--- config.mk ---
export PLATFORM = sky130hd
export DESIGN_NAME = uart_rx_deframer_flat
export DESIGN_NICKNAME = d
export VERILOG_FILES = /design/src/rtl/uart_pkg.sv /design/src/rtl/uart_rx_deframer_if.sv /design/src/rtl/uart_baud_tick.sv /design/src/rtl/uart_rx_deframer.sv /design/src/flat_wrapper.sv
export SDC_FILE = /design/constraint.sdc
export NUM_CORES = 1
export LEC_CHECK = 0
export BUFFER_PORTS_ARGS = -buffer_cell sky130_fd_sc_hd__buf_2
export CAP_MARGIN = 20
export CORE_MARGIN = 2
export CORE_UTILIZATION = 50
export DETAILED_ROUTE_END_ITERATION = 12
export HOLD_SLACK_MARGIN = 0.02
export PLACE_DENSITY_LB_ADDON = 0.3
export SLEW_MARGIN = 20
export SYNTH_ARGS = -nofsm -noshare
export SYNTH_HDL_FRONTEND = slang
export SYNTH_SLANG_ARGS = --single-unit
--- constraint.sdc ---
create_clock -name i_clk -period 3.6 [get_ports i_clk]
set_input_delay 0.9 -clock i_clk [delete_from_list [all_inputs] [get_ports i_clk]]
set_output_delay 0.9 -clock i_clk [all_outputs]
set_load 0.02 [all_outputs]
--- src/rtl/uart_pkg.sv ---
// -----------------------------------------------------------------------------
// uart_pkg
//
// Definitions shared by the UART receive and transmit paths: the deframer
// state encoding, the oversampling constants, and the baud divider
// calculation. The transmitter uses the same divider function, so both
// directions derive their bit timing in the same way.
// -----------------------------------------------------------------------------
package uart_pkg;

    // Number of ticks in one bit period. The deframer's counters assume this value.
    localparam int OVERSAMPLE = 16;
    // Tick count at the middle of the start bit, measured from the detected edge.
    localparam int START_MID  = 7;
    // Tick count that ends a full bit period.
    localparam int BIT_LAST   = 15;

    typedef enum logic [1:0] {
        IDLE  = 2'd0,
        START = 2'd1,
        DATA  = 2'd2,
        STOP  = 2'd3
    } state_t;

    // System clocks per oversampling tick. Integer division truncates the result.
    function automatic int calc_div(input int clk_fr, input int baud_rate);
        return clk_fr / (baud_rate * OVERSAMPLE);
    endfunction

endpackage

--- src/rtl/uart_rx_deframer_if.sv ---
// -----------------------------------------------------------------------------
// uart_rx_deframer_if
//
// Groups the signals between the serial line, the deframer, and the debug unit.
//   i_rx             serial line, idle high, asynchronous to the system clock
//   i_rx_reset       level; clears the ready and overrun flags while high
//   o_rx_data        last byte received with a good stop bit
//   o_rx_flag_ready  sticky; a good byte is waiting
//   o_rx_frame_error one-cycle pulse when a stop bit is sampled low
//   o_rx_overrun     sticky; a good byte arrived while ready was still set
//   o_rx_busy        deframer is not idle
//   dbg_state        current deframer state, for observation only
//
// Handshake: this is not a valid/ready pair. A byte is offered when
// o_rx_flag_ready is set, together with o_rx_data in the same cycle. The
// consumer acknowledges it by holding i_rx_reset high for at least one clock
// edge. The receiver cannot be stalled. A byte that completes while the flag
// is still set replaces o_rx_data and raises o_rx_overrun.
// -----------------------------------------------------------------------------
interface uart_rx_deframer_if #(
    parameter int SIZE_TRAMA = 8
) ();
    import uart_pkg::*;

    logic                  i_rx;
    logic                  i_rx_reset;
    logic [SIZE_TRAMA-1:0] o_rx_data;
    logic                  o_rx_flag_ready;
    logic                  o_rx_frame_error;
    logic                  o_rx_overrun;
    logic                  o_rx_busy;
    state_t                dbg_state;

    // Deframer side.
    modport slave (
        input  i_rx,
        input  i_rx_reset,
        output o_rx_data,
        output o_rx_flag_ready,
        output o_rx_frame_error,
        output o_rx_overrun,
        output o_rx_busy,
        output dbg_state
    );

    // Line driver / debug unit side.
    modport master (
        output i_rx,
        output i_rx_reset,
        input  o_rx_data,
        input  o_rx_flag_ready,
        input  o_rx_frame_error,
        input  o_rx_overrun,
        input  o_rx_busy,
        input  dbg_state
    );

endinterface

--- src/rtl/uart_baud_tick.sv ---
// -----------------------------------------------------------------------------
// uart_baud_tick
//
// Produces one-cycle ticks at 16x the baud rate from a free-running divider.
//   i_clk    system clock
//   i_reset  asynchronous, active-high reset
//   o_tick   high for one cycle after each divider period
// The tick is registered so that it is 0 during reset even when DIV is 1.
// -----------------------------------------------------------------------------
module uart_baud_tick
    import uart_pkg::*;
#(
    parameter int CLK_FR    = 50000000,
    parameter int BAUD_RATE = 9600
) (
    input  logic i_clk,
    input  logic i_reset,
    output logic o_tick
);

    localparam int DIV = calc_div(CLK_FR, BAUD_RATE);
    localparam int CW  = (DIV > 1) ? $clog2(DIV) : 1;

    if (DIV < 1) begin : g_bad_div
        $error("uart_baud_tick: CLK_FR / (BAUD_RATE*16) must be at least 1");
    end

    logic [CW-1:0] cnt_q, cnt_d;
    logic          tick_q, tick_d;
    logic          wrap;

    always_comb begin
        wrap   = (cnt_q == CW'(DIV - 1));
        cnt_d  = wrap ? '0 : cnt_q + CW'(1);
        tick_d = wrap;
    end

    always_ff @(posedge i_clk or posedge i_reset) begin
        if (i_reset) begin
            cnt_q  <= '0;
            tick_q <= 1'b0;
        end else begin
            cnt_q  <= cnt_d;
            tick_q <= tick_d;
        end
    end

    assign o_tick = tick_q;

endmodule

--- src/rtl/uart_rx_deframer.sv ---
// -----------------------------------------------------------------------------
// uart_rx_deframer
//
// 8N1 UART receiver with 16x oversampling for the debug path.
//   i_clk    system clock; all logic uses the rising edge
//   i_reset  asynchronous, active-high reset; drops any partial frame
//   rx_if    serial input, acknowledge input, data/flag/error/busy outputs
//
// The start bit is confirmed at its midpoint. After that, each data bit and
// the stop bit are sampled one full bit period apart, which places every
// sample near the middle of its bit. IDLE is re-entered at mid stop bit, so a
// following start edge is not missed.
// -----------------------------------------------------------------------------
module uart_rx_deframer
    import uart_pkg::*;
#(
    parameter int CLK_FR     = 50000000,
    parameter int BAUD_RATE  = 9600,
    parameter int SIZE_TRAMA = 8,
    parameter int OVERSAMPLE = 16
) (
    input  logic               i_clk,
    input  logic               i_reset,
    uart_rx_deframer_if.slave  rx_if
);

    localparam int NBW = (SIZE_TRAMA > 1) ? $clog2(SIZE_TRAMA) : 1;

    if (OVERSAMPLE != uart_pkg::OVERSAMPLE) begin : g_bad_os
        $error("uart_rx_deframer: only OVERSAMPLE = 16 is supported");
    end

    logic tick;

    uart_baud_tick #(
        .CLK_FR    (CLK_FR),
        .BAUD_RATE (BAUD_RATE)
    ) u_tick (
        .i_clk   (i_clk),
        .i_reset (i_reset),
        .o_tick  (tick)
    );

    state_t                state_q, state_d;
    logic                  sync1_q, sync1_d;
    logic                  rx_s_q, rx_s_d;
    logic [3:0]            cnt_q, cnt_d;
    logic [NBW-1:0]        nbit_q, nbit_d;
    logic [SIZE_TRAMA-1:0] shreg_q, shreg_d;
    logic [SIZE_TRAMA-1:0] data_q, data_d;
    logic                  flag_q, flag_d;
    logic                  ferr_q, ferr_d;
    logic                  ovr_q, ovr_d;

    always_comb begin
        state_d = state_q;
        sync1_d = rx_if.i_rx;
        rx_s_d  = sync1_q;
        cnt_d   = cnt_q;
        nbit_d  = nbit_q;
        shreg_d = shreg_q;
        data_d  = data_q;
        flag_d  = flag_q;
        ferr_d  = 1'b0;
        ovr_d   = ovr_q;

        // An acknowledge clears the flags. A frame that completes in the same
        // cycle is applied after this and overrides it.
        if (rx_if.i_rx_reset) begin
            flag_d = 1'b0;
            ovr_d  = 1'b0;
        end

        if (tick) begin
            unique case (state_q)
                IDLE: begin
                    if (!rx_s_q) begin
                        state_d = START;
                        cnt_d   = '0;
                    end
                end
                START: begin
                    if (cnt_q == 4'(START_MID)) begin
                        if (!rx_s_q) begin
                            state_d = DATA;
                            cnt_d   = '0;
                            nbit_d  = '0;
                        end else begin
                            state_d = IDLE;
                        end
                    end else begin
                        cnt_d = cnt_q + 4'd1;
                    end
                end
                DATA: begin
                    // The counter wraps from 15 to 0, which starts the next bit period.
                    cnt_d = cnt_q + 4'd1;
                    if (cnt_q == 4'(BIT_LAST)) begin
                        // Shift in from the MSB side so the first bit ends up at bit 0.
                        shreg_d = {rx_s_q, shreg_q[SIZE_TRAMA-1:1]};
                        if (nbit_q == NBW'(SIZE_TRAMA - 1)) begin
                            state_d = STOP;
                            cnt_d   = '0;
                        end else begin
                            nbit_d = nbit_q + NBW'(1);
                        end
                    end
                end
                STOP: begin
                    if (cnt_q == 4'(BIT_LAST)) begin
                        state_d = IDLE;
                        if (rx_s_q) begin
                            data_d = shreg_q;
                            flag_d = 1'b1;
                            if (flag_q && !rx_if.i_rx_reset) begin
                                ovr_d = 1'b1;
                            end
                        end else begin
                            ferr_d = 1'b1;
                        end
                    end else begin
                        cnt_d = cnt_q + 4'd1;
                    end
                end
                default: state_d = IDLE;
            endcase
        end
    end

    always_ff @(posedge i_clk or posedge i_reset) begin
        if (i_reset) begin
            state_q <= IDLE;
            sync1_q <= 1'b1;
            rx_s_q  <= 1'b1;
            cnt_q   <= '0;
            nbit_q  <= '0;
            shreg_q <= '0;
            data_q  <= '0;
            flag_q  <= 1'b0;
            ferr_q  <= 1'b0;
            ovr_q   <= 1'b0;
        end else begin
            state_q <= state_d;
            sync1_q <= sync1_d;
            rx_s_q  <= rx_s_d;
            cnt_q   <= cnt_d;
            nbit_q  <= nbit_d;
            shreg_q <= shreg_d;
            data_q  <= data_d;
            flag_q  <= flag_d;
            ferr_q  <= ferr_d;
            ovr_q   <= ovr_d;
        end
    end

    assign rx_if.o_rx_data        = data_q;
    assign rx_if.o_rx_flag_ready  = flag_q;
    assign rx_if.o_rx_frame_error = ferr_q;
    assign rx_if.o_rx_overrun     = ovr_q;
    assign rx_if.o_rx_busy        = (state_q != IDLE);
    assign rx_if.dbg_state        = state_q;

endmodule

--- src/flat_wrapper.sv ---
// flat-port wrapper written by rule: the top's interface ports become plain ports
module uart_rx_deframer_flat import uart_pkg::*;
#(
    parameter int CLK_FR     = 50000000,
    parameter int BAUD_RATE  = 9600,
    parameter int SIZE_TRAMA = 8,
    parameter int OVERSAMPLE = 16
)
  (i_clk, i_reset, rx_if_i_rx, rx_if_i_rx_reset, rx_if_o_rx_data, rx_if_o_rx_flag_ready, rx_if_o_rx_frame_error, rx_if_o_rx_overrun, rx_if_o_rx_busy, rx_if_dbg_state);
  uart_rx_deframer_if #(.SIZE_TRAMA(SIZE_TRAMA)) rx_if_i ();
  input  logic i_clk;
  input  logic i_reset;
  input wire logic [$bits(rx_if_i.i_rx)-1:0] rx_if_i_rx;
  input wire logic [$bits(rx_if_i.i_rx_reset)-1:0] rx_if_i_rx_reset;
  output wire logic [$bits(rx_if_i.o_rx_data)-1:0] rx_if_o_rx_data;
  output wire logic [$bits(rx_if_i.o_rx_flag_ready)-1:0] rx_if_o_rx_flag_ready;
  output wire logic [$bits(rx_if_i.o_rx_frame_error)-1:0] rx_if_o_rx_frame_error;
  output wire logic [$bits(rx_if_i.o_rx_overrun)-1:0] rx_if_o_rx_overrun;
  output wire logic [$bits(rx_if_i.o_rx_busy)-1:0] rx_if_o_rx_busy;
  output wire logic [$bits(rx_if_i.dbg_state)-1:0] rx_if_dbg_state;
  assign rx_if_i.i_rx = rx_if_i_rx;
  assign rx_if_i.i_rx_reset = rx_if_i_rx_reset;
  assign rx_if_o_rx_data = rx_if_i.o_rx_data;
  assign rx_if_o_rx_flag_ready = rx_if_i.o_rx_flag_ready;
  assign rx_if_o_rx_frame_error = rx_if_i.o_rx_frame_error;
  assign rx_if_o_rx_overrun = rx_if_i.o_rx_overrun;
  assign rx_if_o_rx_busy = rx_if_i.o_rx_busy;
  assign rx_if_dbg_state = rx_if_i.dbg_state;
  uart_rx_deframer #(.CLK_FR(CLK_FR), .BAUD_RATE(BAUD_RATE), .SIZE_TRAMA(SIZE_TRAMA), .OVERSAMPLE(OVERSAMPLE)) u_core (.i_clk(i_clk), .i_reset(i_reset), .rx_if(rx_if_i));
endmodule
; Word level (Yosys, flattened, before mapping)
; Index checks and enable logic that the tools add are counted.
[word_totals]
wordCells = 74
register_bits = 40
input_bits = 4
out_inout_bits = 14
[classes]
addsub = 3
reduce_logical = 10
eq_ne = 15
mux = 34
[op_table]
columns = cell, count
row1 = two-way mux 4 bit, 5
row2 = case mux 4 bit (4 select lines), 1
row3 = two-way mux 1 bit, 15
row4 = two-way mux 2 bit, 6
row5 = two-way mux 3 bit, 4
row6 = AND reduction 6 bit, 2
row7 = adder 9 x 1 -> 9 bit (second input constant), 1
row8 = equality test 9 bit (second input constant), 1
row9 = two-way mux 9 bit, 1
row10 = inequality test 2 x 1 -> 1 bit (second input constant), 4
row11 = inequality test 2 bit (second input constant), 4
row12 = case mux 2 bit (4 select lines), 1
row13 = case mux 3 bit (2 select lines), 1
row14 = adder 4 x 1 -> 4 bit (second input constant), 1
row15 = equality test 2 bit (second input constant), 2
row16 = equality test 4 x 3 -> 1 bit (second input constant), 1
row17 = equality test 4 bit (second input constant), 1
row18 = AND reduction 4 bit, 1
row19 = nonzero test 2 bit, 2
row20 = adder 3 x 1 -> 3 bit (second input constant), 1
row21 = equality test 3 bit (second input constant), 1
row22 = AND reduction 3 bit, 1
row23 = equality test 2 x 1 -> 1 bit (second input constant), 1
row24 = logical NOT 2 bit, 1
row25 = 3 further kinds, 3

; Longest topological paths before layout
; Gate-level depths: netlist of the first run.
[logic_depth]
ltp_word = 7
mapped_depth = 7
mapped_depth_nobuf = 6

; Cells and area by module
; A second synthesis of the first run with hierarchy kept.
[hier_totals]
hier_cells = 154
hier_area_um2 = 1845.5
[modules_own_cells]
columns = mod, seq_area_each_um2, instances, area_per_inst_um2, cells_each
row1 = uart_rx_deframer, 753.2, 1, 1392.6, 111
row2 = uart_baud_tick, 250.2, 1, 452.9, 43

; Worst setup path before layout of the first run
; Ideal clock, no wire load.
[synth_path]
kind = reg2out
startpoint = register u_core.state_q[0], in the netlist u_core.rx_if.dbg_state[0]
endpoint = output rx_if_o_rx_busy
arrival_ns = 0.976
t_required_ns = 2.700
path_stages_with_launch = 4
path_buffers = 0
path_slack_ns = 1.724
cell_sequence = dfrtp_1 > inv_1 > ha_1 > inv_1
[synth_via]
elab_chain_len = 1
[synth_lines]
columns = element, line_no
row1 = from (decl), uart_rx_deframer.sv:44  ; state_t state_q, state_d;
row2 = from (signal assigned), uart_rx_deframer.sv:143  ; state_q <= state_d;
row3 = nonzero test 2 bit, uart_rx_deframer.sv:160  ; assign rx_if.o_rx_busy = (state_q != IDLE);
row4 = to (decl), flat_wrapper.sv:19  ; output wire logic [$bits(rx_if_i.o_rx_busy)-1:0] rx_if_o_rx_busy;
; Every way passes these cells.

; Worst setup path in the final report of the first run
; Same ends and word-level chain as after synthesis.

==> results of run 1 <==
[placed cells by master, fill, tap and decap left out, drive strengths merged, types with 2 or more instances in the layout]
| cell type | count |
|---|---|
| a211oi | 3 |
| a21boi | 2 |
| a21oi | 2 |
| and3 | 7 |
| buf | 18 |
| clkbuf | 5 |
| dfrtp | 38 |
| dfstp | 2 |
| ha | 10 |
| inv | 9 |
| mux2 | 17 |
| mux2i | 4 |
| nand2 | 7 |
| nand2b | 5 |
| nand3 | 7 |
| nand3b | 3 |
| nor2 | 9 |
| nor2b | 4 |
| nor3 | 2 |
| o21ai | 7 |
| xnor2 | 4 |
| xor2 | 3 |
[path summary, 6_finish.rpt]
check	start	to
setup / recovery	u_core.rx_if.dbg_state[0]	rx_if_o_rx_busy
hold / removal	u_core.rx_s_d	u_core.rx_s_q
setup reg to reg	u_core.rx_if.dbg_state[0]	u_core.nbit_q[0]
hold reg to reg	u_core.rx_s_d	u_core.rx_s_q
max in group asynchronous	i_reset	u_core.u_tick.cnt_q[2]
min in group asynchronous	i_reset	u_core.cnt_q[1]
[worst max-delay path, cell delays in order (launching register included)]
cell and delay [ps]:
dfrtp_1 410, inv_1 110, ha_1 230, inv_1 50, buf_2 150
[layout make-up]
type	instances	area, µm²
fillers	317	1523
flip-flops and latches	40	1003
multi-input cells	107	892.1
repair buffers	18	92.59
clock buffers	5	68.82
well taps	48	60.06
clock inverters	3	42.54
inverters	9	33.78
[power groups by stage]
stage	Combinational, µW	Sequential [µW]	Clock [µW]
6_report	11.6	453	362
5_1_grt	14.2	453	389
4_1_cts	12.5	453	374
3_5_place_dp	12.5	462	0
3_3_place_gp	11.9	462	0
2_1_floorplan	9.61	460	0
[cell families after synthesis]
family	Yosys count	synth area share [%]
flip-flops	40	51.21
buffers and inverters	14	3.256
AO/OA/AOI/OAI	22	8.110
multiplexers	21	13.35
XOR/XNOR	7	3.129
AND/OR/NAND/NOR	47	14.56
adder cells (fa/ha/maj)	10	6.386
[metal layers]
metal	track usage (%)	part of all wire, %
met4	4.592	0.81
met1	21.67	46
met2	29.38	49
met3	4.561	3.8
met5	0	0
[stage by stage]
stage / std cells / instance area [µm²] / utilization, % / power (µW)
after floorplan: 161 / 1959 / - / 469.6
after CTS: 230 / 2193 / 59.02 / 840.1
after detailed placement: 222 / 2082 / 56.03 / 474.6
final: 230 / 2193 / 59.02 / 826.9
after global placement: 222 / 2082 / 56.03 / 474.2
after global routing: 230 / 2193 / 59.02 / 856.3
[state kept, by name, indices dropped and copies added (netlist names), named ones only]
register	cells
u_core.shreg_q	8
u_core.rx_if.o_rx_data	8
u_core.rx_s_q	1
u_core.rx_if.o_rx_overrun	1
u_core.rx_if.dbg_state	1
u_core.nbit_q	3
u_core.rx_if.o_rx_flag_ready	1
u_core.u_tick.cnt_q	9
u_core.rx_s_d	1
u_core.cnt_q	4
u_core.rx_if.o_rx_frame_error	1
u_core.u_tick.o_tick	1
==> results.toml, run 1 <==
[outcome]
outcome = "complete, no violations"

[placed_design]
place_ws_ps = 1765
hpwlAfterDp_mm = 2.357
gp_congestion = 0.8414
io_buffers = 17

[global_routing]
grt_usage_pct = 17.24
grt_pass1_wl_mm = 5.740
grt_max_degree = 28
gr-total-overflow = 0
grt_pass1_vias = 1262
antenna_found_initial = 0

[cts]
tritoncts = "yes"
cts_resized = 0
cts_sinks = 40
clock_latency_ps = 290
postCtsSetupRepairBufs = 0
cts_buffer_depth = 2
cts_made_buffers = 5
clk_pin_slew_ps = 80
root_buffer = "clkbuf_8"
cts_hold_buf = 0
htreeDepth = 2

[drt]
drt-initial-drc-count = 121
ant_nets = 0
wire_per_inst_um = 14.49
drc = 0
vias_per_cell = 5.435
vias = 1250
first_pass_iters = 4
wirelength_mm = 3.332

[hold_path]
hold_depth = 0
min_path_type = "flop to flop"

[finish]
antennaDiodeCount = 0
nets = 195
drive_above_1_share_pct = 28.57
syn_to_final_growth_pct = 11.94

[power]
switching_power_uw = 168.4
seqPwrFrac_pct = 54.8
p_leak_uw = 0.001145
switching_share_pct = 20.36
p_per_area_nw_per_um2 = 377.0
p_clk_share_pct = 43.8
ir_drop_uv = 324.4
p_comb_share_pct = 1.4
intPower_uw = 658.5

[yosys]
synth_area_um2 = 1959
post-synth-top-area-cell = "dfrtp_1"
synth_seq_area_share_pct = 51.21
synth_ff_type = "dfrtp_1"
syn_area_per_cell_um2 = 12.17
synth_fp_nets = 175
synth_top_area_share_pct = 48.53
synth_enable_flop_cells = 0
synthArstFlopShare_pct = 100.0
yosys-top-cells-area = "dfrtp_1 49%, ha_1 6.4%, mux2_4 6.1%"
syn_inst = 161
ys_ff_latch = 40
synthDistinctLibCells = 41
yosysMostFrequentCell = "dfrtp_1"
yosys_warnings = 0
synthTopCellsByCount = "38 x dfrtp_1, 10 x ha_1, 9 x inv_1, 9 x mux2_2, 9 x nor2_1"

[timing]
tightest_slew_ps = 662.9
setup_ws_ps = 1459
setup_viol = 0
hold_violations = 0
drv_slew = 0
rsz0062_at_grt = "no"
max_freq_mhz = 467.0
fin_skew_ps = 9.067
tns_ps = 0
period_needed_ps = 2141
timing.max_slew.rel_slack_pct = 55.44
hold_ws_ps = 362.6
finalCritPeriodShare_pct = 59.48

[die]
core_area_um2 = 3716
start_util_pct = 52.73
dieHeight_um = 66.60
io_pins = 18
rows = 22
die_w_um = 66.60
die_area_um2 = 4436

[setup_path]
cp_max_fo = 5
reg2reg_depth = 5
worstSetupStartpointType = "flop"
crit_arrival_ps = 1240
worstPathRequired_ps = 2700
crit_type = "flop to output port"
end_kind = "output port"
ff2ff_setup_slack_ps = 1820

[flow_run]
max_cap_viol_count = 0
Power figures use the tool's default switching activity.
==> inputs of run 2 (changes only) <==
--- a/config.mk
+++ b/config.mk
@@ -5,6 +5,7 @@
 export SDC_FILE = /design/constraint.sdc
 export NUM_CORES = 1
 export LEC_CHECK = 0
+export ABC_AREA = 1
 export BUFFER_PORTS_ARGS = -buffer_cell sky130_fd_sc_hd__buf_2
 export CAP_MARGIN = 20
 export CORE_MARGIN = 2
==> constraint.sdc (replaced) <==
create_clock -name i_clk -period 2.1 [get_ports i_clk]
set_input_delay 0.525 -clock i_clk [delete_from_list [all_inputs] [get_ports i_clk]]
set_output_delay 0.525 -clock i_clk [all_outputs]
set_load 0.02 [all_outputs]
==> run 2 against run 1 <==
Against the previous run: count of clock-buffer cells in the layout is 1 higher; core utilization is 1.3 points lower; combinational power is 84% higher; highest routed layer unchanged.
==> results.toml, run 2 <==
[finish]
layout.area.seq_um2 = 1003
nets = 274
layout_commonest_cell = "nand2_1"
syn_to_final_growth_pct = 11.50
largest_reg_flops = 9
design_area_um2 = 2293
drive_above_1_share_pct = 19.16
fin_cells = 311
multiInputGateArea_um2 = 852.1
antennaDiodeCount = 0
num-fill-cells = 356
final_cell_mix = "62 x nand2_1, 41 x inv_1, 38 x dfrtp_1"
regMostFlops = "u_core.u_tick.cnt_q"

[die]
dieHeight_um = 68.14
rows = 23
io_pins = 18
start_util_pct = 51.80
core_area_um2 = 3971
die_area_um2 = 4643
die_w_um = 68.14

[placed_design]
gp_congestion = 0.9008
dpl_cell_area_um2 = 2172
hpwlAfterDp_mm = 2.457
io_buffers = 17
dp.cells = 303

[drt]
drc = 0
wirelength_mm = 3.344
vias_per_cell = 4.923
drt-initial-drc-count = 120
ant_nets = 0
vias = 1531
wire_per_inst_um = 10.75
first_pass_iters = 4

[power]
ir_drop_uv = 383.7
p_total_uw = 1458
switching_power_uw = 291.8
p_leak_uw = 0.001252
p_comb_share_pct = 1.5
seqPwrFrac_pct = 53.2
p_per_area_nw_per_um2 = 635.5
intPower_uw = 1166
switching_share_pct = 20.02
p_clk_share_pct = 45.3

[yosys]
yosys_warnings = 0
synth_ff_type = "dfrtp_1"
synth_fp_nets = 254
post-synth-top-area-cell = "dfrtp_1"
synth_area_um2 = 2057
synth_top_area_share_pct = 46.23
yosys-top-cells-area = "dfrtp_1 46%, nand2_1 11%, inv_1 7.5%"
synthTopCellsByCount = "62 x nand2_1, 41 x inv_1, 38 x dfrtp_1"
synthArstFlopShare_pct = 100.0
yosys.area_share.simple_pct = 26.22
syn_inst = 240
syn_area_per_cell_um2 = 8.571
ys_ff_latch = 40
muxShareOfSynthArea_pct = 0
synthAdderAreaFrac_pct = 6.083
synth_compound_area_share_pct = 7.847
synth_xor_xnor_area_share_pct = 1.277
synthDistinctLibCells = 23
synth_seq_area_share_pct = 48.78
synth_enable_flop_cells = 0
synth_top_family_by_area = "simple AND/OR/NAND/NOR gates"
yosysMostFrequentCell = "nand2_1"

[timing]
drv_slew = 0
tns_ps = 0
timing.max_slew.rel_slack_pct = 67.38
hold_violations = 0
hold_ws_ps = 328.1
tightest_slew_ps = 489.2
fin_skew_ps = 8.174
rsz0062_at_grt = "no"
max_freq_mhz = 544.0
finalCritPeriodShare_pct = 87.53
setup_viol = 0
period_needed_ps = 1838

[global_routing]
grt_pass1_wl_mm = 5.947
grt_usage_pct = 17.08
grt_max_degree = 41
grt_pass1_vias = 1393
antenna_found_initial = 0
gr-total-overflow = 0

[cts]
tritoncts = "yes"
cts_buffer_depth = 2
cts_made_buffers = 5
postCtsSetupRepairBufs = 0
root_buffer = "clkbuf_8"
cts_sinks = 40
cts_resized = 0
cts_hold_buf = 0
htreeDepth = 2
clk_pin_slew_ps = 80
clock_latency_ps = 290

[setup_path]
rr_endpoint = "u_core.nbit_q[0]"
cp_max_fo = 7
worstPathRequired_ps = 1570
ff2ff_setup_slack_ps = 450
r2r_start = "u_core.rx_if.dbg_state[0]"
crit_path_end = "rx_if_o_rx_busy"
startpoint = "u_core.rx_if.dbg_state[0]"
end_kind = "output port"
crit_type = "flop to output port"
reg2reg_depth = 8
worstSetupStartpointType = "flop"
crit_arrival_ps = 1310

[hold_path]
min_path_type = "input pin to asynchronous set/reset pin"

[outcome]
outcome = "complete, no violations"

[flow_run]
max_cap_viol_count = 0
[run 2: cell types whose count changed in the layout (fill, tap and decap cells not counted), moves of 9 or more]
cell | previous run | this run
nor2_1 | 9 | 20
nand2_1 | 6 | 62
inv_1 | 9 | 41
o21ai_2 | 1 | 15
nand3_1 | 6 | 17
nand4_1 | 0 | 11
mux2_2 | 9 | 0
[run 2: cells by family (layout without fill, tap and decap cells)]
kind of cell,count (synthesis),count (layout)
simple gates,118,118
buf+inv,48,69
flops,40,40
compound gates,21,21
fa+ha+maj,10,10
xor+xnor,3,3
[run 2: worst min path at each step]
stage	startpoint	to	slack, ps	cells after the start
finish	i_reset	u_core.u_tick.cnt_q[1]	330	3
global route	rx_if_i_rx	u_core.rx_s_d	310	1
CTS	rx_if_i_rx	u_core.rx_s_d	320	1
detailed placement	u_core.rx_s_d	u_core.rx_s_q	350	0
global placement	u_core.rx_s_d	u_core.rx_s_q	350	0
floorplan	u_core.rx_s_d	u_core.rx_s_q	350	0
[run 2: cell type report]
cell class	count	share of cell area, %
sequential	40	43.75
multi-input combinational	152	37.15
inverter	43	7.038
timing repair buffer	18	4.037
clock buffer	6	3.601
tap	50	2.728
clock inverter	2	1.691
[run 2: per-stage QoR]
step | setup WS (ps) | utilization, %
finish | 261.9 | 57.75
global route | 179.7 | 57.75
CTS | 256.4 | 57.75
detailed placement | 477.1 | 54.69
global placement | 531.7 | 54.69
floorplan | 490.5 | -
[run 2: metal layers]
| metal | global-route usage (%) | share of wire [%] |
|---|---|---|
| met3 | 5.921 | 4.5 |
| met1 | 22.77 | 48 |
| met2 | 26.58 | 46 |
| met5 | 0 | 0 |
| met4 | 4.500 | 0.81 |
[run 2: critical path: stages (launching register included)]
cell,delay (ps)
dfrtp_1,460
inv_1,130
ha_1,230
inv_1,50
buf_2,150
[run 2: power groups by stage]
stage / clock network, µW / registers (µW) / logic [µW]
2_1_floorplan: 0 / 790 / 13.8
3_3_place_gp: 0 / 791 / 22.9
3_5_place_dp: 0 / 790 / 22.6
4_1_cts: 673 / 775 / 22.5
5_1_grt: 714 / 776 / 25.3
6_report: 661 / 775 / 21.3
==> inputs of run 3 (changes only) <==
--- a/config.mk
+++ b/config.mk
@@ -11,6 +11,7 @@
 export CORE_MARGIN = 2
 export CORE_UTILIZATION = 50
 export DETAILED_ROUTE_END_ITERATION = 12
+export GPL_ROUTABILITY_DRIVEN = 0
 export HOLD_SLACK_MARGIN = 0.02
 export PLACE_DENSITY_LB_ADDON = 0.3
 export SLEW_MARGIN = 20
==> constraint.sdc (replaced) <==
create_clock -name i_clk -period 1.7 [get_ports i_clk]
set_input_delay 0.425 -clock i_clk [delete_from_list [all_inputs] [get_ports i_clk]]
set_output_delay 0.425 -clock i_clk [all_outputs]
set_load 0.02 [all_outputs]
==> run 3 against run 2 <==
Against the previous run: flip-flop and latch count is the same; clock power grew 25%; first-iteration DRC count grew 29%; clock skew rose by 2.2 ps; die area stayed put; power up 24%; via count increased by 2.5%; wire length up 10%; non-clock buffer count increased by 4; count of clock-buffer cells in the layout is the same; global-route usage is 1.4 points higher; hold slack got worse by 170 ps; critical path type unchanged; largest cell class unchanged.
==> results.toml, run 3 (synthesis results as in run 2) <==
[drt]
first_pass_iters = 4
wl_met2_mm = 1.787
vias = 1570
route.met3.wl_um = 132
ant_nets = 0
highest_layer = "met4"
wirelength_mm = 3.685
wl_met1_mm = 1.709
drt-initial-drc-count = 155
drc = 0
vias_per_cell = 4.984
wire_per_inst_um = 11.70

[global_routing]
grt_pass1_vias = 1533
grt_max_degree = 41
gr-total-overflow = 0
grt_pass1_wl_mm = 6.396
grt_usage_pct = 18.47
antenna_found_initial = 0

[flow_run]
max_cap_viol_count = 0

[cts]
cts_buffer_depth = 2
cts_made_buffers = 5
htreeDepth = 2
tritoncts = "yes"
clk_pin_slew_ps = 80
cts_sinks = 40
clock_latency_ps = 300
root_buffer = "clkbuf_8"

[setup_path]
worstSetupStartpointType = "flop"
worstPathRequired_ps = 1270
crit_type = "flop to output port"
crit_arrival_ps = 1200
cp_max_fo = 4
end_kind = "output port"

[timing]
drv_slew = 0
finalCritPeriodShare_pct = 95.66
max_freq_mhz = 614.9
hold_ws_ps = 161.9
tightest_slew_ps = 361.3
setup_viol = 0
fin_skew_ps = 10.35
timing.max_slew.rel_slack_pct = 75.91
tns_ps = 0
period_needed_ps = 1626
hold_violations = 0

[finish]
syn_to_final_growth_pct = 13.93
fin_cells = 315
layout_commonest_cell = "nand2_1"
final_cell_mix = "62 x nand2_1, 40 x inv_1, 36 x dfrtp_1"
num-fill-cells = 354
antennaDiodeCount = 0
utilization_pct = 59.01
largest_reg_flops = 9
drive_above_1_share_pct = 22.26
regMostFlops = "u_core.u_tick.cnt_q"
nets = 278

[placed_design]
dp.cells = 304
io_buffers = 17
hpwlAfterDp_mm = 2.576

[die]
rows = 23
die_w_um = 68.14
die_area_um2 = 4643
io_pins = 18
start_util_pct = 51.80
dieHeight_um = 68.14
core_area_um2 = 3971

[power]
p_per_area_nw_per_um2 = 773.1
p_leak_uw = 0.001274
ir_drop_uv = 308.3

[hold_path]
min_path_type = "input pin to asynchronous set/reset pin"

[outcome]
outcome = "complete, no violations"
[run 3: area by class of cell]
class,instances,area (µm²),area share [%]
Timing Repair Buffer,22,135.1,5.766
Clock inverter,2,38.79,1.655
Clock buffer,6,82.58,3.524
Sequential cell,40,1006,42.93
Multi-Input combinational cell,152,857.1,36.57
Inverter,43,161.4,6.887
Tap cell,50,62.56,2.670
[run 3: report_power, final]
| part | internal, µW | total [µW] | switching [µW] | leakage [µW] |
|---|---|---|---|---|
| clock network | 480 | 823 | 343 | 0.0000614 |
| logic | 8.18 | 30.6 | 22.4 | 0.000678 |
| registers | 955 | 958 | 2.85 | 0.000534 |
| total | 1440 | 1810 | 368 | 0.00127 |
[run 3: critical path, stage by stage, from the launching register on]
cell and delay [ps]:
dfrtp_2 430, inv_1 110, ha_2 190, inv_1 30, buf_2 140
[run 3: final timing paths]
check / end / slack, ps / cells after the start / from
setup / recovery: rx_if_o_rx_busy / 70 / 4 / flop
hold reg to reg: u_core.rx_s_q / 360 / 0 / u_core.rx_s_d
min in group i_clk: u_core.rx_s_d / 230 / 1 / rx_if_i_rx
setup reg to reg: u_core.rx_if.dbg_state[0] / 150 / 5 / u_core.cnt_q[0]
max in group asynchronous: u_core.rx_s_q / 1270 / 3 / i_reset
hold / removal: u_core.u_tick.cnt_q[8] / 160 / 3 / i_reset
[run 3: stage by stage]
stage	total power [µW]	worst slack [ps]	instance area (µm²)
finish	1812	73.71	2344
global route	1881	-0.08249	2344
CTS	1833	31.76	2315
detailed placement	1009	71.42	2192
global placement	1009	100.1	2192
floorplan	992.7	90.47	2057
[run 3: repair_timing]
item | 4_1_cts | 5_1_grt
setup endpoints to repair | 1 | 9
buffers inserted | 0 | 3
endpoints found under the hold margin | 0 | 0
hold buffers | 0 | 0
gates resized for setup | 1 | 4
[run 3: layer usage]
metal	vias to the layer above	global-route usage, %
met5	-	0
met4	0	7.500
met3	6	5.428
met2	28	30.70
met1	735	22.39
li1	801	-
